===== config.mk =====
export PLATFORM = sky130hd
export DESIGN_NAME = interrupt_controller_n
export DESIGN_NICKNAME = d
export VERILOG_FILES = /design/src/rtl/interrupt_controller_n.sv
export SDC_FILE = /design/constraint.sdc
export NUM_CORES = 1
export LEC_CHECK = 0
export BUFFER_PORTS_ARGS = -buffer_cell sky130_fd_sc_hd__buf_2
export CORE_MARGIN = 2
export CORE_UTILIZATION = 25
export DETAILED_ROUTE_END_ITERATION = 7
export GPL_TIMING_DRIVEN = 0
export SLEW_MARGIN = 20
export SYNTH_ARGS = -nofsm -noshare
export SYNTH_HDL_FRONTEND = slang
export SYNTH_SLANG_ARGS = --single-unit
export TNS_END_PERCENT = 5

===== constraint.sdc =====
create_clock -name i_clk -period 2.9 [get_ports i_clk]
set_input_delay 0.145 -clock i_clk [delete_from_list [all_inputs] [get_ports i_clk]]
set_output_delay 0.145 -clock i_clk [all_outputs]
set_load 0.05 [all_outputs]

===== src/rtl/interrupt_controller_n.sv =====
// interrupt_controller_n: N-channel prioritised, nestable interrupt
// controller with per-channel masks, global enable and NMI bypass.
// Ports:
//   i_clk, i_reset        clock, async active-high reset
//   i_int[NUM_INT]        raw async requests (index 0 = highest priority)
//   i_int_ack             core vectoring pulse (honoured only while o_int_req)
//   i_reti                core executed RETI
//   i_ei / i_di           set / clear global enable
//   i_mask_wr, i_mask_din load channel enable mask
//   o_int_req             registered request to core
//   o_int_vector, o_int_id vector and channel index of current winner
//   o_ien                 global enable state
//   o_pending             pending request bits
//   o_in_service          nesting record
module interrupt_controller_n #(
  parameter int                 NUM_INT     = 8,
  parameter logic [15:0]        VEC_BASE    = 16'h0000,
  parameter int                 VEC_STRIDE  = 4,
  parameter logic [NUM_INT-1:0] EDGE_MASK   = {{(NUM_INT-1){1'b0}}, 1'b1},
  parameter logic [NUM_INT-1:0] NMI_MASK    = {{(NUM_INT-1){1'b0}}, 1'b1},
  parameter int                 SYNC_STAGES = 2
) (
  input  logic               i_clk,
  input  logic               i_reset,
  input  logic [NUM_INT-1:0] i_int,
  input  logic               i_int_ack,
  input  logic               i_reti,
  input  logic               i_ei,
  input  logic               i_di,
  input  logic               i_mask_wr,
  input  logic [NUM_INT-1:0] i_mask_din,
  output logic               o_int_req,
  output logic [15:0]        o_int_vector,
  output logic [3:0]         o_int_id,
  output logic               o_ien,
  output logic [NUM_INT-1:0] o_pending,
  output logic [NUM_INT-1:0] o_in_service
);

  localparam logic [NUM_INT-1:0] ONE = {{(NUM_INT-1){1'b0}}, 1'b1};

  logic [NUM_INT-1:0] r_sync [SYNC_STAGES];
  logic [NUM_INT-1:0] r_sync_d;
  logic [NUM_INT-1:0] r_pending;
  logic [NUM_INT-1:0] r_mask;
  logic [NUM_INT-1:0] r_in_service;
  logic [NUM_INT-1:0] r_ien_save;
  logic               r_ien;
  logic               r_int_req;
  logic [15:0]        r_int_vector;
  logic [3:0]         r_int_id;

  logic [NUM_INT-1:0] w_synced;
  logic [NUM_INT-1:0] w_rise;
  logic [NUM_INT-1:0] w_elig;
  logic [NUM_INT-1:0] w_is_low;
  logic [NUM_INT-1:0] w_allow;
  logic [NUM_INT-1:0] w_cand;
  logic [NUM_INT-1:0] w_ack_oh;
  logic [NUM_INT-1:0] w_reti_oh;
  logic [NUM_INT-1:0] w_pend_nxt;
  logic               w_found;
  logic               w_ack;
  logic               w_reti_hit;
  logic               w_ien_rst;
  logic               w_ien_new;
  logic [3:0]         w_win;
  logic [15:0]        w_vec;

  assign w_synced = r_sync[SYNC_STAGES-1];
  assign w_rise   = w_synced & ~r_sync_d;
  assign w_elig   = r_pending &
                    (NMI_MASK | (r_mask & {NUM_INT{r_ien}}));

  // Lowest set in-service bit is the level being serviced now;
  // only strictly higher-priority (lower index) channels may nest.
  assign w_is_low = r_in_service & (~r_in_service + ONE);
  assign w_allow  = (r_in_service == '0) ? '1 : (w_is_low - ONE);
  assign w_cand   = w_elig & w_allow;
  assign w_found  = |w_cand;

  always_comb begin
    w_win = '0;
    for (int i = NUM_INT - 1; i >= 0; i--) begin
      if (w_cand[i]) w_win = 4'(i);
    end
  end

  // 16-bit arithmetic so the vector wraps naturally.
  assign w_vec = VEC_BASE +
                 (16'(w_win) + 16'd1) * 16'(VEC_STRIDE);

  assign w_ack      = i_int_ack & r_int_req;
  assign w_ack_oh   = w_ack ? (ONE << r_int_id) : '0;
  assign w_reti_hit = i_reti & (|r_in_service);
  assign w_reti_oh  = w_reti_hit ? w_is_low : '0;

  // Ordering within a cycle: RETI restores, then EI/DI apply,
  // then ACK saves that value and clears the enable.
  assign w_ien_rst = w_reti_hit ? |(r_ien_save & w_is_low) : r_ien;
  assign w_ien_new = i_di ? 1'b0 : (i_ei ? 1'b1 : w_ien_rst);

  // A fresh edge arriving in the ACK cycle wins over the clear.
  assign w_pend_nxt =
    (EDGE_MASK & ((r_pending & ~w_ack_oh) | w_rise)) |
    (~EDGE_MASK & w_synced);

  always_ff @(posedge i_clk or posedge i_reset) begin
    if (i_reset) begin
      for (int s = 0; s < SYNC_STAGES; s++) r_sync[s] <= '0;
      r_sync_d <= '0;
    end else begin
      r_sync[0] <= i_int;
      for (int s = 1; s < SYNC_STAGES; s++) r_sync[s] <= r_sync[s-1];
      r_sync_d <= w_synced;
    end
  end

  always_ff @(posedge i_clk or posedge i_reset) begin
    if (i_reset) begin
      r_pending    <= '0;
      r_mask       <= '0;
      r_in_service <= '0;
      r_ien_save   <= '0;
      r_ien        <= 1'b0;
      r_int_req    <= 1'b0;
      r_int_vector <= '0;
      r_int_id     <= '0;
    end else begin
      r_pending    <= w_pend_nxt;
      r_in_service <= (r_in_service & ~w_reti_oh) | w_ack_oh;
      r_ien_save   <= (r_ien_save & ~w_ack_oh) |
                      (w_ack_oh & {NUM_INT{w_ien_new}});
      r_ien        <= w_ack ? 1'b0 : w_ien_new;
      if (i_mask_wr) r_mask <= i_mask_din;
      // Request drops for one cycle after ACK so the core
      // never vectors twice on the same request.
      r_int_req    <= w_found & ~w_ack;
      r_int_vector <= w_found ? w_vec : '0;
      r_int_id     <= w_found ? w_win : '0;
    end
  end

  assign o_int_req    = r_int_req;
  assign o_int_vector = r_int_vector;
  assign o_int_id     = r_int_id;
  assign o_ien        = r_ien;
  assign o_pending    = r_pending;
  assign o_in_service = r_in_service;

endmodule

Word-level counts from Yosys, hierarchy flattened

Cells that the tools add are included.

Flip-flop bits (word level): 62
Bits in latches: 0
Memory bits (writable): 0
Bits in read-only memories: 0
Bits of input ports: 23
Output and inout port bits: 38
Memories: 0

Add/subtract/negate cells: 3
Multiply operators: 0
Divide/modulo/power cells: 0
Magnitude comparators: 0
Equal/unequal tests: 0
Shift-type cells: 1
Mux-type cells: 17
Bitwise logic cells: 22
Reductions and logical operators: 4

Operators by type and width:

| kind                  | number |
|---|---|
| $and A8 B8 Y8         | 8 |
| $mux W8               | 3 |
| $not A8 Y8            | 3 |
| $reduce_or A8 Y1      | 3 |
| $mux W4               | 5 |
| $or A8 B8 Y8          | 2 |
| $mux W3               | 4 |
| $add A8 B1 Y8 const B | 1 |
| $logic_not A8 Y1      | 1 |
| $or A1 B8 Y8          | 1 |
| $shl A1 B4 Y8 const A | 1 |
| $sub A8 B1 Y8 const B | 1 |
| $mux W7               | 1 |
| $add A4 B1 Y5 const B | 1 |
| $and A1 B1 Y1         | 5 |
| $mux W1               | 4 |
| $not A1 Y1            | 2 |
| $or A1 B1 Y1          | 1 |

Longest topological paths before layout

Gate-level depths: netlist of the first run.

Word-level depth: 16
Depth in mapped cells: 7
Depth with buffers taken out: 6

Least setup slack after synthesis of the first run

Ideal clock, no wire load.

Path kind: reg2reg
Start point: reg r_in_service[1], in the netlist o_in_service[1]
End point: reg r_int_vector[4], in the netlist o_int_vector[4]
Arrival: 2.247 ns
Path slack: 0.529 ns
Cell stages (with the launch flop): 8
Path through: dfrtp_1 buf_6 nor4_1 nand4_1 o21ai_0 a32o_1 ha_1 mux2_2

Word-level cells in the longest chain between the ends: 16
Elaborated cells between the ends (all ways): 18
Those cells by class: add/sub: 3; mux: 10; bitwise: 3; reduce/logical: 2

RTL lines:

| item                   | RTL line | RTL |
|---|---|---|
| start, declared        | 46       | `logic [NUM_INT-1:0] r_in_service;` |
| start signal, assigned | 131      | `r_in_service <= (r_in_service & ~w_reti_oh) \| w_ack_oh;` |
| $not A8 Y8             | 77       | `assign w_is_low = r_in_service & (~r_in_service + ONE);` |
| $add A8 B1 Y8          | 77       |  |
| $and A8 B8 Y8          | 77       |  |
| $sub A8 B1 Y8          | 78       | `assign w_allow = (r_in_service == '0) ? '1 : (w_is_low - ONE);` |
| $mux W8 *              | 78       |  |
| $and A8 B8 Y8 *        | 79       | `assign w_cand = w_elig & w_allow;` |
| $mux W3 (4 in a row)   | 85       | `if (w_cand[i]) w_win = 4'(i);` |
| $mux W4 (4 in a row)   | 85       |  |
| $add A4 B1 Y5          | 91       | `(16'(w_win) + 16'd1) * 16'(VEC_STRIDE);` |
| $mux W7 *              | 139      | `r_int_vector <= w_found ? w_vec : '0;` |
| end signal, assigned   | 139      |  |
| end, declared          | 50       | `logic [15:0] r_int_vector;` |

Every way passes the cells marked *; elsewhere a longest branch is shown, timed or not.
A chain may end at the register's enable or synchronous reset.

Worst setup path in the final report of the first run

Start point: reg r_in_service[0], in the netlist o_in_service[0]
End point: reg r_int_vector[4], in the netlist o_int_vector[4]

Same word-level chain as after synthesis.

==> metrics.yaml, run 1 <==
outcome: "finished, final reports clean"
drt_iter0_markers: 61
grt_pass1_wl_um: 7840
powerDensity_nw_per_um2: 916
ir_worst_vdd_v: 0.000334
num_rows: 34
setup_viol: 0
grt-ovfl-total: 0
synth_area_um2: 2290
cts_tree: "done"
synth_compound_area_share_pct: 9.17
endpoint_kind: "flip-flop"
grt_busiest_layer: "met2"
synth_largest_area_cell: "dfrtp_1"
cts_num_sinks: 57
gr-usage-met1_pct: 13.4
dieArea_um2: 9960
post_synth_mux_area_share_pct: 8.29
tightestPinTransition_ps: 819
design_area_um2: 3010
clock_path_buffers: 2
cts_buffers: 9
drc: 0
gp_congestion: 0.867
fin_nets: 279
drt-total-wl_um: 4970
cp.arrival_ps: 2940
synthAdderAreaFrac_pct: 0.546
path_cells: "buf_2, nor4_1, nand4_1, o21ai_0, a32o_1, ha_1, mux2_2"
die_h_um: 99.8
post_drt_via_cell_ratio: 4.43
rsz0062_at_grt: "false"
yosysWarnings: 0
leakagePower_uw: 0.00150
grt_pass1_vias: 1514
io_pins: 61
skew_ps: 6.63
hp-class: "in2reg"
path_class: "reg2reg"
wl_per_cell_um: 13.6
hpwl_um: 3560
portBuffers: 45
synthArstFlopShare_pct: 100
dr.pass1.iters: 4
ant_nets: 0
syn_to_final_growth_pct: 31.2
finalSetupTns_ps: 0
synth_area_leaders: "dfrtp_1, mux2_2, buf_4"
max_freq_mhz: 366
crit_fanout: 9
maxCapViolCount: 0
ys.flop_type: "dfrtp_1"
hold_viol_final: 0
vias: 1623
initial_core_util_pct: 26.0
ys_types: 42
diodes: 0
synthSimpleGateAreaFrac_pct: 13.5
synth-xor-area-share_pct: 0
post-route-util_pct: 34.2
crit_path_start_kind: "flip-flop"
place_area_um2: 2700
dieWidth_um: 99.8
synthCells: 178
clk_pin_slew_worst_paths_ps: 60
critPathSlowestCell: "nor4_1"
track_usage_pct: 10.6
cts-root-buf: "clkbuf_8"
drive_above_1_share_pct: 36.4
use_met3_pct: 5.43
avgSynthCellArea_um2: 12.9
clkLatencyLatePin_ps: 330
fp.coreArea_um2: 8810
grt_max_degree: 58
relSlewSlack_pct: 44.9
synth-edff-count: 0
antenna_found_initial: 0
required_ps: 3110
yosysSeqAreaShare_pct: 62.2
postCtsSetupBuffers: 0
h-tree-depth: 3
synth_top_area_share_pct: 62.2
ys_ff_latch: 57
maxSlewViolCount: 0
post-route-min-period_ps: 2730
grt.met2_usage_pct: 15.6
max_stage_delay_ps: 690
synth_top_family_by_area: "simple AND/OR/NAND/NOR gates"
period_share_pct: 94.2
==> final timing paths <==
path,startpoint,endpoint,slack [ps],cells past startpoint
max in group asynchronous,i_reset,o_in_service[6],1960,3
min in group asynchronous,i_reset,r_sync[10],480,3
hold reg to reg,w_synced[7],o_pending[7],350,0
hold / removal,i_int_ack,o_int_req,20,2
setup reg to reg,o_in_service[0],o_int_vector[4],170,7
setup / recovery,o_in_service[0],o_int_vector[4],170,7
==> timing repair <==
item	in CTS	in global routing
resized for setup	0	0
hold buffers	9	0
endpoints found under the hold margin	65	0
==> layout make-up <==
class / instances / area [um^2]
Buffer: 16 / 118
Clock inverter: 3 / 65.1
Clock buffer: 11 / 151
Timing Repair Buffer: 54 / 315
Inverter: 6 / 25.0
Multi-Input combinational cell: 111 / 772
Tap cell: 108 / 135
Fill cell: 874 / 5800
Sequential cell: 57 / 1430
==> cells by family (layout without fill, tap and decap cells) <==
kind of cell,count (synthesis),in the layout
AO/OA/AOI/OAI,26,26
multiplexers,17,17
buffers and inverters,22,90
adder cells (fa/ha/maj),1,1
flip-flops,57,57
other,1,13
AND/OR/NAND/NOR,54,54
==> synthesized netlist by cell type (2+ instances only) <==
cell	instances
a21oi_1	5
dfrtp_1	57
inv_1	6
mux2_2	15
nand2b_1	5
a21o_1	3
nand3_1	2
nand3b_1	6
nand4b_1	2
nand4_1	2
nand2_1	11
o21ai_0	6
nor3b_1	2
and3_1	2
nor3_1	5
nor2_1	7
buf_4	13
nor4_1	3
a32o_1	2
a31oi_1	2
==> per-layer routing <==
metal / part of all wire [%] / wire length (um)
met5: 0 / 0
met1: 46 / 2280
met4: 0.48 / 24
met3: 8.5 / 421
met2: 45 / 2240
==> where the power goes <==
part / switching [uW] / internal, uW / leakage [uW]
clock: 287 / 519 / 0.000111
combinational: 634 / 291 / 0.000677
sequential: 103 / 919 / 0.000709
==> through the flow <==
stage / hold WS (ps) / cells / setup WS (ps) / total power, uW
after floorplan: 176 / 190 / 529 / 1720
after global placement: 253 / 343 / 391 / 1940
after detailed placement: 256 / 343 / 300 / 1950
after CTS: 0.152 / 366 / 261 / 2790
after global routing: 21.3 / 366 / 62.4 / 2910
final: 23.6 / 366 / 167 / 2750
==> critical path: cells and delay by family (launching register included) <==
family | cells | cell delay (ps)
multiplexers | 1 | 340
buffers and inverters | 1 | 170
AND/OR/NAND/NOR | 2 | 910
adder cells (fa/ha/maj) | 1 | 150
AO/OA/AOI/OAI | 2 | 650
flip-flops | 1 | 380
==> cell usage in the layout, fill, tap and decap left out, drive strengths merged, types with 2 or more instances in the layout <==
master	count
a21o	3
a21oi	5
a31oi	2
a32o	2
and3	2
buf	60
bufinv	2
clkbuf	12
conb	13
dfrtp	57
dlygate4sd3	9
inv	6
mux2	16
nand2	11
nand2b	5
nand3	2
nand3b	6
nand4	2
nand4b	2
nor2	7
nor3	5
nor3b	2
nor4	3
o21ai	6
or4	2
Note: power is estimated with default switching activity, not from simulation.
==> run 2, diff against run 1 <==
--- a/config.mk
+++ b/config.mk
@@ -10,6 +10,7 @@
 export CORE_UTILIZATION = 25
 export DETAILED_ROUTE_END_ITERATION = 7
 export GPL_TIMING_DRIVEN = 0
+export REMOVE_ABC_BUFFERS = 1
 export SLEW_MARGIN = 20
 export SYNTH_ARGS = -nofsm -noshare
 export SYNTH_HDL_FRONTEND = slang
==> metrics.yaml, run 2 (same netlist as run 1, synthesis figures left out) <==
outcome: "finished, final reports clean"
maxCapViolCount: 0
cts_tree: "done"
relSlewSlack_pct: 40.7
setup_viol: 0
cpLargestDelayFamily: "simple AND/OR/NAND/NOR gates"
clock_path_buffers: 2
cp_num_buf_inv: 0
required_ps: 3120
wl_per_cell_um: 13.4
crit_path_start_kind: "flip-flop"
layout_commonest_cell: "dfrtp_1"
max_freq_mhz: 376
grt-ovfl-total: 0
hpwl_um: 3390
post-route-util_pct: 32.5
ant_nets: 0
h-tree-depth: 3
dr.pass1.iters: 4
path_cells: "nor4_1, nand4_1, o21ai_0, a32o_1, ha_1, mux2_2"
fillerInstances: 909
clkLatencyLatePin_ps: 340
gp_congestion: 0.849
drc: 0
antenna_found_initial: 0
cp.arrival_ps: 2870
num_rows: 34
postCtsSetupBuffers: 0
io_pins: 61
powerDensity_nw_per_um2: 897
clk_pin_slew_worst_paths_ps: 70
finalSetupTns_ps: 0
hold_viol_final: 0
max_stage_delay_ps: 810
timing.hold.ws_ps: 27.1
track_usage_pct: 10.4
drt-total-wl_um: 4750
rsz0062_at_grt: "false"
cts_buffers: 9
crit_fanout: 10
post-route-min-period_ps: 2660
critPathSlowestCell: "nor4_1"
cts-root-buf: "clkbuf_8"
endpoint_kind: "flip-flop"
fp.coreArea_um2: 8810
dieArea_um2: 9960
path_class: "reg2reg"
cts_num_sinks: 57
die_h_um: 99.8
period_share_pct: 91.7
drt_iter0_markers: 68
fin_nets: 264
grt_pass1_vias: 1525
skew_ps: 10.5
syn_to_final_growth_pct: 24.7
initial_core_util_pct: 26.0
final_cell_mix: "dfrtp_1, buf_2, mux2_2"
post_drt_via_cell_ratio: 4.35
tightestPinTransition_ps: 882
portBuffers: 46
diodes: 0
grt_pass1_wl_um: 7730
drive_above_1_share_pct: 33.5
ir_worst_vdd_v: 0.000386
grt_max_degree: 58
dieWidth_um: 99.8
vias: 1535
hp-class: "in2reg"
maxSlewViolCount: 0
leakagePower_uw: 0.00140
## run 2: cell types whose count changed in the layout (fill, tap and decap cells not counted)
cell        change
buf_4          -13
bufinv_16       -2
buf_6           -1
clkbuf_1        -1
clkinv_2        +2
clkinvlp_4      +2
## run 2: through the flow
stage | instance area [um^2] | power (uW) | instances | setup slack, ps
2_1_floorplan | 2220 | 1680 | 174 | 611
5_1_grt | 2860 | 2720 | 353 | 68.4
6_report | 2860 | 2570 | 353 | 242
3_5_place_dp | 2590 | 1910 | 328 | 308
4_1_cts | 2860 | 2600 | 353 | 271
3_3_place_gp | 2590 | 1900 | 328 | 346
## run 2: path summary, 6_finish.rpt
path / slack, ps / start / cells after the start / endpoint
min: 30 / i_int_ack / 2 / o_int_req
max: 240 / o_in_service[1] / 6 / o_int_vector[4]
max in group asynchronous: 1990 / i_reset / 3 / o_in_service[2]
max reg2reg: 240 / o_in_service[1] / 6 / o_int_vector[4]
min in group asynchronous: 470 / i_reset / 3 / r_sync[9]
min reg2reg: 340 / w_synced[1] / 0 / o_pending[1]
## run 2: layout make-up
type	count	area (um^2)	share of cell area (%)
clock buffer	11	151	5.29
clock inverter	5	30.0	1.05
inverter	6	25.0	0.875
multi-input combinational	111	772	27.0
sequential	57	1430	49.9
tap	108	135	4.72
timing repair buffer	55	320	11.2
## run 2: power breakdown
part | internal [uW] | leakage (uW) | total [uW] | switching [uW]
logic | 261 | 0.000598 | 850 | 589
clock network | 351 | 0.0000911 | 663 | 312
registers | 918 | 0.000709 | 1050 | 135
## run 2: per-layer routing
layer / routed length [um] / track usage (%) / part of all wire [%]
met1: 2280 / 13.9 / 48
met2: 2100 / 15.1 / 44
met3: 321 / 5.15 / 6.8
met4: 46 / 2.85 / 0.97
met5: 0 / 0 / 0
## run 2: worst reg2reg max path, stage by stage, from the launching register on
cell	delay, ps
dfrtp_1	500
nor4_1	810
nand4_1	200
o21ai_0	310
a32o_1	230
ha_1	150
mux2_2	330
## run 2: timing repair
| action | in CTS | in global routing |
|---|---|---|
| resized for setup | 0 | 0 |
| hold buffers | 9 | 0 |
| hold endpoints to repair | 65 | 0 |
